===== src/rtl/spike_enc_pkg.sv =====
// Shared definitions for the spike event encoder: detector bit positions,
// mask width and helpers describing the {mask, timestamp} record layout.
package spike_enc_pkg;

  localparam int MASK_W = 4;
  localparam int NEO    = 3;
  localparam int ADO    = 2;
  localparam int ASO    = 1;
  localparam int ED     = 0;
  localparam int REFR_W = 16;

  function automatic int rec_w(input int ts_w);
    return ts_w + MASK_W;
  endfunction

  function automatic int rec_mask_lsb(input int ts_w);
    return ts_w;
  endfunction

  function automatic int rec_mask_msb(input int ts_w);
    return ts_w + MASK_W - 1;
  endfunction

endpackage


===== src/rtl/spike_event_fifo.sv =====
// Synchronous FIFO whose head entry sits in a registered output stage;
// a push into an empty FIFO bypasses storage and lands directly in that stage.
module spike_event_fifo #(
  parameter int DATA_W = 36,
  parameter int DEPTH  = 16
) (
  input  logic              clk,
  input  logic              rst_n,
  input  logic              push,
  input  logic [DATA_W-1:0] push_data,
  input  logic              pop_ready,
  output logic [DATA_W-1:0] rd_data,
  output logic              full,
  output logic              empty
);

  localparam int PTR_W = (DEPTH > 1) ? $clog2(DEPTH) : 1;
  localparam int CNT_W = PTR_W + 1;

  logic [DATA_W-1:0] mem_q [DEPTH];
  logic [PTR_W-1:0]  wr_ptr_q, wr_ptr_d, rd_ptr_q, rd_ptr_d;
  logic [CNT_W-1:0]  mem_cnt_q, mem_cnt_d;
  logic              head_valid_q, head_valid_d;
  logic [DATA_W-1:0] head_data_q, head_data_d;
  logic              pop, accept, refill, bypass, mem_wr, mem_rd;

  // Occupancy counts storage plus the head stage, so DEPTH records fit in total.
  always_comb begin
    pop          = head_valid_q & pop_ready;
    full         = (mem_cnt_q + CNT_W'(head_valid_q)) == CNT_W'(DEPTH);
    accept       = push & (~full | pop);
    refill       = ~head_valid_q | pop;
    mem_rd       = refill & (mem_cnt_q != '0);
    bypass       = refill & (mem_cnt_q == '0) & accept;
    mem_wr       = accept & ~bypass;
    head_valid_d = head_valid_q;
    head_data_d  = head_data_q;
    if (refill) begin
      head_valid_d = mem_rd | bypass;
      if (mem_rd) begin
        head_data_d = mem_q[rd_ptr_q];
      end else if (bypass) begin
        head_data_d = push_data;
      end
    end
    wr_ptr_d  = wr_ptr_q + PTR_W'(mem_wr);
    rd_ptr_d  = rd_ptr_q + PTR_W'(mem_rd);
    mem_cnt_d = mem_cnt_q + CNT_W'(mem_wr) - CNT_W'(mem_rd);
  end

  always_ff @(posedge clk or negedge rst_n) begin
    if (!rst_n) begin
      wr_ptr_q     <= '0;
      rd_ptr_q     <= '0;
      mem_cnt_q    <= '0;
      head_valid_q <= 1'b0;
      head_data_q  <= '0;
    end else begin
      wr_ptr_q     <= wr_ptr_d;
      rd_ptr_q     <= rd_ptr_d;
      mem_cnt_q    <= mem_cnt_d;
      head_valid_q <= head_valid_d;
      head_data_q  <= head_data_d;
    end
  end

  always_ff @(posedge clk) begin
    if (mem_wr) begin
      mem_q[wr_ptr_q] <= push_data;
    end
  end

  assign rd_data = head_data_q;
  assign empty   = ~head_valid_q;

endmodule


===== src/rtl/spike_event_encoder.sv =====
// Qualifies coincident detector flags by vote and refractory window, stamps
// them and queues them for the back end. SPIKE_ENC_DROP_CNT_EN adds drop_cnt.
module spike_event_encoder
  import spike_enc_pkg::*;
#(
  parameter int TS_W       = 32,
  parameter int FIFO_DEPTH = 16,
  parameter int VOTE_MIN   = 1,
  parameter int REFRACT    = 8
) (
  input  logic             clk,
  input  logic             rst,
  input  logic             spike_neo,
  input  logic             spike_ado,
  input  logic             spike_aso,
  input  logic             spike_ed,
  output logic             out_valid,
  input  logic             out_ready,
  output logic [TS_W+3:0]  out_data,
  output logic             overflow
`ifdef SPIKE_ENC_DROP_CNT_EN
  ,
  output logic [15:0]      drop_cnt
`endif
);

  localparam int REC_W    = rec_w(TS_W);
  localparam int MASK_LSB = rec_mask_lsb(TS_W);
  localparam int MASK_MSB = rec_mask_msb(TS_W);

  logic [TS_W-1:0]   ts_q, ts_d;
  logic [MASK_W-1:0] mask_p1_q, mask_p1_d;
  logic [TS_W-1:0]   ts_p1_q, ts_p1_d;
  logic [REFR_W-1:0] refr_q, refr_d;
  logic              overflow_q, overflow_d;
  logic              qualify, drop, fifo_full, fifo_empty;
  logic [REC_W-1:0]  push_data;

  function automatic logic [2:0] popcount(input logic [MASK_W-1:0] m);
    logic [2:0] cnt;
    cnt = '0;
    for (int i = 0; i < MASK_W; i++) begin
      cnt = cnt + 3'(m[i]);
    end
    return cnt;
  endfunction

  // Stage 1: capture flags together with the timestamp of the same cycle.
  always_comb begin
    ts_d                 = ts_q + TS_W'(1);
    mask_p1_d            = '0;
    mask_p1_d[NEO]       = spike_neo;
    mask_p1_d[ADO]       = spike_ado;
    mask_p1_d[ASO]       = spike_aso;
    mask_p1_d[ED]        = spike_ed;
    ts_p1_d              = ts_q;
  end

  // Stage 2: vote, refractory gating and push; the window restarts even if the push is dropped.
  always_comb begin
    qualify = (int'(popcount(mask_p1_q)) >= VOTE_MIN) && (refr_q == '0);
    refr_d  = refr_q;
    if (qualify) begin
      refr_d = REFR_W'(REFRACT);
    end else if (refr_q != '0) begin
      refr_d = refr_q - REFR_W'(1);
    end
    push_data                    = '0;
    push_data[MASK_MSB:MASK_LSB] = mask_p1_q;
    push_data[TS_W-1:0]          = ts_p1_q;
    drop       = qualify & fifo_full & ~(out_valid & out_ready);
    overflow_d = overflow_q | drop;
  end

  always_ff @(posedge clk or negedge rst) begin
    if (!rst) begin
      ts_q       <= '0;
      mask_p1_q  <= '0;
      ts_p1_q    <= '0;
      refr_q     <= '0;
      overflow_q <= 1'b0;
    end else begin
      ts_q       <= ts_d;
      mask_p1_q  <= mask_p1_d;
      ts_p1_q    <= ts_p1_d;
      refr_q     <= refr_d;
      overflow_q <= overflow_d;
    end
  end

`ifdef SPIKE_ENC_DROP_CNT_EN
  logic [15:0] drop_cnt_q, drop_cnt_d;

  always_comb begin
    drop_cnt_d = drop_cnt_q;
    if (drop && (drop_cnt_q != 16'hFFFF)) begin
      drop_cnt_d = drop_cnt_q + 16'd1;
    end
  end

  always_ff @(posedge clk or negedge rst) begin
    if (!rst) begin
      drop_cnt_q <= '0;
    end else begin
      drop_cnt_q <= drop_cnt_d;
    end
  end

  assign drop_cnt = drop_cnt_q;
`endif

  spike_event_fifo #(
    .DATA_W (REC_W),
    .DEPTH  (FIFO_DEPTH)
  ) u_fifo (
    .clk       (clk),
    .rst_n     (rst),
    .push      (qualify),
    .push_data (push_data),
    .pop_ready (out_ready),
    .rd_data   (out_data),
    .full      (fifo_full),
    .empty     (fifo_empty)
  );

  assign out_valid = ~fifo_empty;
  assign overflow  = overflow_q;

endmodule

===== config.mk =====
export PLATFORM = sky130hd
export DESIGN_NAME = spike_event_encoder
export DESIGN_NICKNAME = d
export VERILOG_FILES = /design/src/rtl/spike_enc_pkg.sv /design/src/rtl/spike_event_fifo.sv /design/src/rtl/spike_event_encoder.sv
export SDC_FILE = /design/constraint.sdc
export NUM_CORES = 1
export LEC_CHECK = 0
export BUFFER_PORTS_ARGS = -buffer_cell sky130_fd_sc_hd__buf_4
export CAP_MARGIN = 5
export CORE_MARGIN = 2
export CORE_UTILIZATION = 65
export CTS_BUF_LIST = sky130_fd_sc_hd__clkbuf_8 sky130_fd_sc_hd__clkbuf_16
export DETAILED_ROUTE_END_ITERATION = 6
export PLACE_DENSITY = 0.82
export SETUP_SLACK_MARGIN = 0.05
export SYNTH_ARGS = -nofsm -noshare
export SYNTH_HDL_FRONTEND = slang
export SYNTH_SLANG_ARGS = --single-unit

===== constraint.sdc =====
create_clock -name clk -period 15.56 [get_ports clk]
set_clock_uncertainty 0.1 [all_clocks]
set_input_delay 0 -clock clk [delete_from_list [all_inputs] [get_ports clk]]
set_output_delay 0 -clock clk [all_outputs]
set_load 0.03 [all_outputs]

==> flow_summary_export.csv <==
group,metric,value,unit
detailed_routing,drt_iter0_drc,1995,
power,sw_frac_of_total,29.0,%
setup_path,timing.critical_path.fanout_max,25,
clock_tree,htreeDepth,3,
logic_synthesis,synth.cell_area,27300,µm²
worst_hold_path,timing.hold.worst.class,"input pin to register",
finish,mostFrequentLayoutCells,"sky130_fd_sc_hd__edfxtp_1, sky130_fd_sc_hd__dfrtp_1, sky130_fd_sc_hd__mux4_2",
detailed_routing,route.detailed.drc,0,
logic_synthesis,dominantRegCellSynth,"sky130_fd_sc_hd__edfxtp_1",
setup_path,crit_slowest_cell,"sky130_fd_sc_hd__nor3_2",
setup_path,worstSetupEndpointType,"register",
detailed_routing,drt-vias-per-instance,6.92,
floorplanning,dieHeight,209,µm
finish,layout-drive-gt1-share,20.4,%
clock_tree,cts_inserted_buffers,70,
clock_tree,clock_tree_from_tritoncts,"yes",
placed_design,placement.setup.worst_slack,10.26,ns
power,power.switching,0.00143,W
finish,antenna_fix_cells,0,
clock_tree,insertion_delay,0.59,ns
logic_synthesis,postSynthCellCount,1415,
power,leakage,11.5,nW
timing,grt_setup_unrepaired,"false",
global_routing,grt_max_degree,116,
floorplanning,initial_utilization,65.4,%
logic_synthesis,synthDistinctLibCells,51,
logic_synthesis,yosysSeqAreaShare,75.7,%
power,total_power,0.00494,W
placed_design,place.detailed.hpwl,34900,µm
power,share_seq_of_total_power,46.0,%
detailed_routing,post_drt_wl_per_cell,30.9,µm
setup_path,criticalPathCategory,"register to register",
detailed_routing,drtPass1Iterations,6,
logic_synthesis,ys_seq_elements,711,
floorplanning,core_area,41800,µm²
finish,seq_area,20700,µm²
logic_synthesis,average_size_of_a_mapped_cell,19.3,µm²
power,ir_drop,0.135,mV
timing,fin_tns_setup,0,ns
finish,fillers,2209,
floorplanning,pin_count,45,
worst_hold_path,hp-start,"spike_ed",
finish,layout_commonest_cell,"sky130_fd_sc_hd__edfxtp_1",
clock_tree,cts.repair_timing.setup_buffer_count,0,
floorplanning,row_count,75,
global_routing,grt.overflow.total,0,
global_routing,grt_pass1_wl,96600,µm
setup_path,start_kind,"register",
floorplanning,die_area,43700,µm²
finish,syn2layout_area_growth,12.6,%
logic_synthesis,synth_async_sr_flop_share,19.0,%
finish,multi_input_comb_area,6330,µm²
detailed_routing,detailroute.via_count,14500,
timing,max-slew-margin-rel,23.3,%
detailed_routing,ant_nets,0,
setup_path,worst_ep_required_time,15.68,ns
timing,max_clock_freq,183,MHz
setup_path,crit_start,"mask_p1_q[0]",
setup_path,worstPathArrival,5.57,ns
power,clock_power_share,33.2,%
timing,timing_hold_violations_final,0,
setup_path,timing.rr.start,"mask_p1_q[0]",
timing,report.final.slew_viol_count,0,
power,power_frac_comb,20.8,%
placed_design,finalWeightedCongestion,0.811,
clock_tree,clock_sink_count,711,
timing,final_critical_path_time_including_i_o_delays_and_setup,5.45,ns
power,power-per-cell-area,161,nW/µm²
global_routing,first_global_vias,14900,
logic_synthesis,synth.yosys.warnings,0,
setup_path,path_common_cell,"sky130_fd_sc_hd__inv_1",
placed_design,portBuffers,44,
setup_path,critical-path-max-stage-delay,0.95,ns
power,cell_internal_pwr,0.00351,W
timing,count_of_final_setup_violators,0,
clock_tree,clockBufferDepth,3,
status,result_of_the_run,"finished clean",
global_routing,grt_usage,30.8,%
logic_synthesis,synth-edff-count,576,
timing,final_setup_margin,10.11,ns
run,timing.max_cap.violations,0,
floorplanning,fp.dieW,209,µm
timing,worst_pin_slew,1.15,ns
timing,timing.final.crit_share,35.0,%
clock_tree,clock-root-buffer,"sky130_fd_sc_hd__clkbuf_16",
setup_path,cp.buffers_inverters,4,
finish,fin_nets,1535,
detailed_routing,routed_wirelength,64700,µm
setup_path,category_of_cells_accounting_for_the_largest_share_of_critical_path_delay,"simple AND/OR/NAND/NOR gates",
logic_synthesis,synth_fp_nets,1444,
clock_tree,cts.reportedPaths.clkPinSlew,0.06,ns
setup_path,worstPathCellList,"inv_1 > fa_1 > inv_1 > ha_1 > inv_1 > ha_1 > o31a_1 > a2111oi_4 > nand3_1 > nor3_2 > buf_4",
global_routing,number_of_antenna_violations_at_the_first_check_in_global_routing,0,
==> cell families (layout without fill, tap and decap cells) <==
group | Yosys count | in the layout | share of synthesized area [%]
DFF | 711 | 711 | 75.7
and+or+nand+nor | 201 | 201 | 3.57
muxes | 190 | 190 | 12.8
AOI/OAI and AO/OA | 130 | 130 | 3.74
buffers and inverters | 111 | 254 | 1.58
xor gates and xnor gates | 50 | 50 | 1.60
adders and majority gates | 22 | 22 | 1.06
==> sequential cells by signal, indices dropped and copies added (netlist names) <==
| register | count |
|---|---|
| mask_p1_q | 4 |
| u_fifo.mem_q | 576 |
| u_fifo.mem_cnt_q | 5 |
| ts_p1_q | 32 |
| overflow | 1 |
| u_fifo.rd_data | 36 |
| refr_q | 16 |
| u_fifo.wr_ptr_q | 4 |
| ts_p1_d | 32 |
| u_fifo.head_valid_q | 1 |
| u_fifo.rd_ptr_q | 4 |
==> per-layer routing <==
layer  global-route usage, %  wire length, µm
met5                       0                0
met4                    12.9             2350
met3                    5.73             6930
met2                    47.9            31300
met1                    44.0            24100
==> what timing repair did <==
action,in CTS,in global routing
resized for setup,0,0
hold buffers,11,0
hold endpoints to repair,84,0
==> Yosys cell counts (2+ instances only) <==
cell type	count	area, µm²
sky130_fd_sc_hd__or4_1	3	22.5
sky130_fd_sc_hd__o21ai_0	13	65.1
sky130_fd_sc_hd__or3_1	4	25.0
sky130_fd_sc_hd__nor2b_1	3	18.8
sky130_fd_sc_hd__xnor2_1	27	236
sky130_fd_sc_hd__nor3_1	18	90.1
sky130_fd_sc_hd__buf_1	15	56.3
sky130_fd_sc_hd__nand4_1	7	43.8
sky130_fd_sc_hd__nor4b_1	2	17.5
sky130_fd_sc_hd__inv_1	47	176
sky130_fd_sc_hd__mux4_2	127	2860
sky130_fd_sc_hd__xor2_1	23	201
sky130_fd_sc_hd__and4_1	2	17.5
sky130_fd_sc_hd__a21o_1	2	15.0
sky130_fd_sc_hd__and2_1	2	12.5
sky130_fd_sc_hd__and3_1	7	43.8
sky130_fd_sc_hd__clkbuf_1	40	150
sky130_fd_sc_hd__a221o_1	10	100
sky130_fd_sc_hd__nand4b_1	3	26.3
sky130_fd_sc_hd__nand2_1	65	244
sky130_fd_sc_hd__a221oi_1	23	201
sky130_fd_sc_hd__nor2_1	32	120
sky130_fd_sc_hd__dfrtp_1	135	3380
sky130_fd_sc_hd__nand3_1	42	210
sky130_fd_sc_hd__a21oi_1	16	80.1
sky130_fd_sc_hd__buf_2	6	30.0
sky130_fd_sc_hd__edfxtp_1	576	17300
sky130_fd_sc_hd__mux2i_1	63	631
sky130_fd_sc_hd__a22oi_1	10	75.1
sky130_fd_sc_hd__o22a_1	23	201
sky130_fd_sc_hd__o211ai_1	25	188
sky130_fd_sc_hd__ha_1	20	250
sky130_fd_sc_hd__nand2b_1	3	18.8
sky130_fd_sc_hd__fa_1	2	40.0
sky130_fd_sc_hd__nor4_1	3	18.8
==> through the flow <==
step                util (%)  instances  hold WS [ns]  instance area [µm²]
global placement        68.0       1961       0.00584                28400
floorplan                  -       1415        -0.396                27300
finish                  73.7       2097       0.00300                30800
CTS                     73.7       2096       0.00240                30800
global route            73.7       2097        0.0190                30800
detailed placement      68.0       1961        0.0189                28400
==> area by class of cell <==
class	instances	share of cell area [%]
repair buffers	81	2.17
inverters	49	0.598
flip-flops and latches	711	67.2
clock inverters	48	1.16
well taps	539	2.19
multi-input cells	593	20.6
clock buffers	76	6.07
==> path summary, 6_finish.rpt <==
| kind | cells past startpoint | slack [ns] | endpoint |
|---|---|---|---|
| setup / recovery | 11 | 10.11 | u_fifo.mem_q[0][16] |
| hold / removal | 2 | 0.003 | mask_p1_q[0] |
| setup reg to reg | 11 | 10.11 | u_fifo.mem_q[0][16] |
| hold reg to reg | 0 | 0.29 | ts_p1_q[30] |
| max in group asynchronous | 4 | 14.15 | u_fifo.rd_data[27] |
| min in group asynchronous | 3 | 0.24 | u_fifo.mem_cnt_q[0] |
==> power groups by stage <==
stage	registers (W)	logic, W	clock network, W
6_report	0.00227	0.00103	0.00164
5_1_grt	0.00229	0.00109	0.00173
3_3_place_gp	0.00230	0.000985	0
4_1_cts	0.00227	0.00103	0.00165
2_1_floorplan	0.00230	0.000688	0
3_5_place_dp	0.00231	0.00101	0
Power figures use the tool's default switching activity.
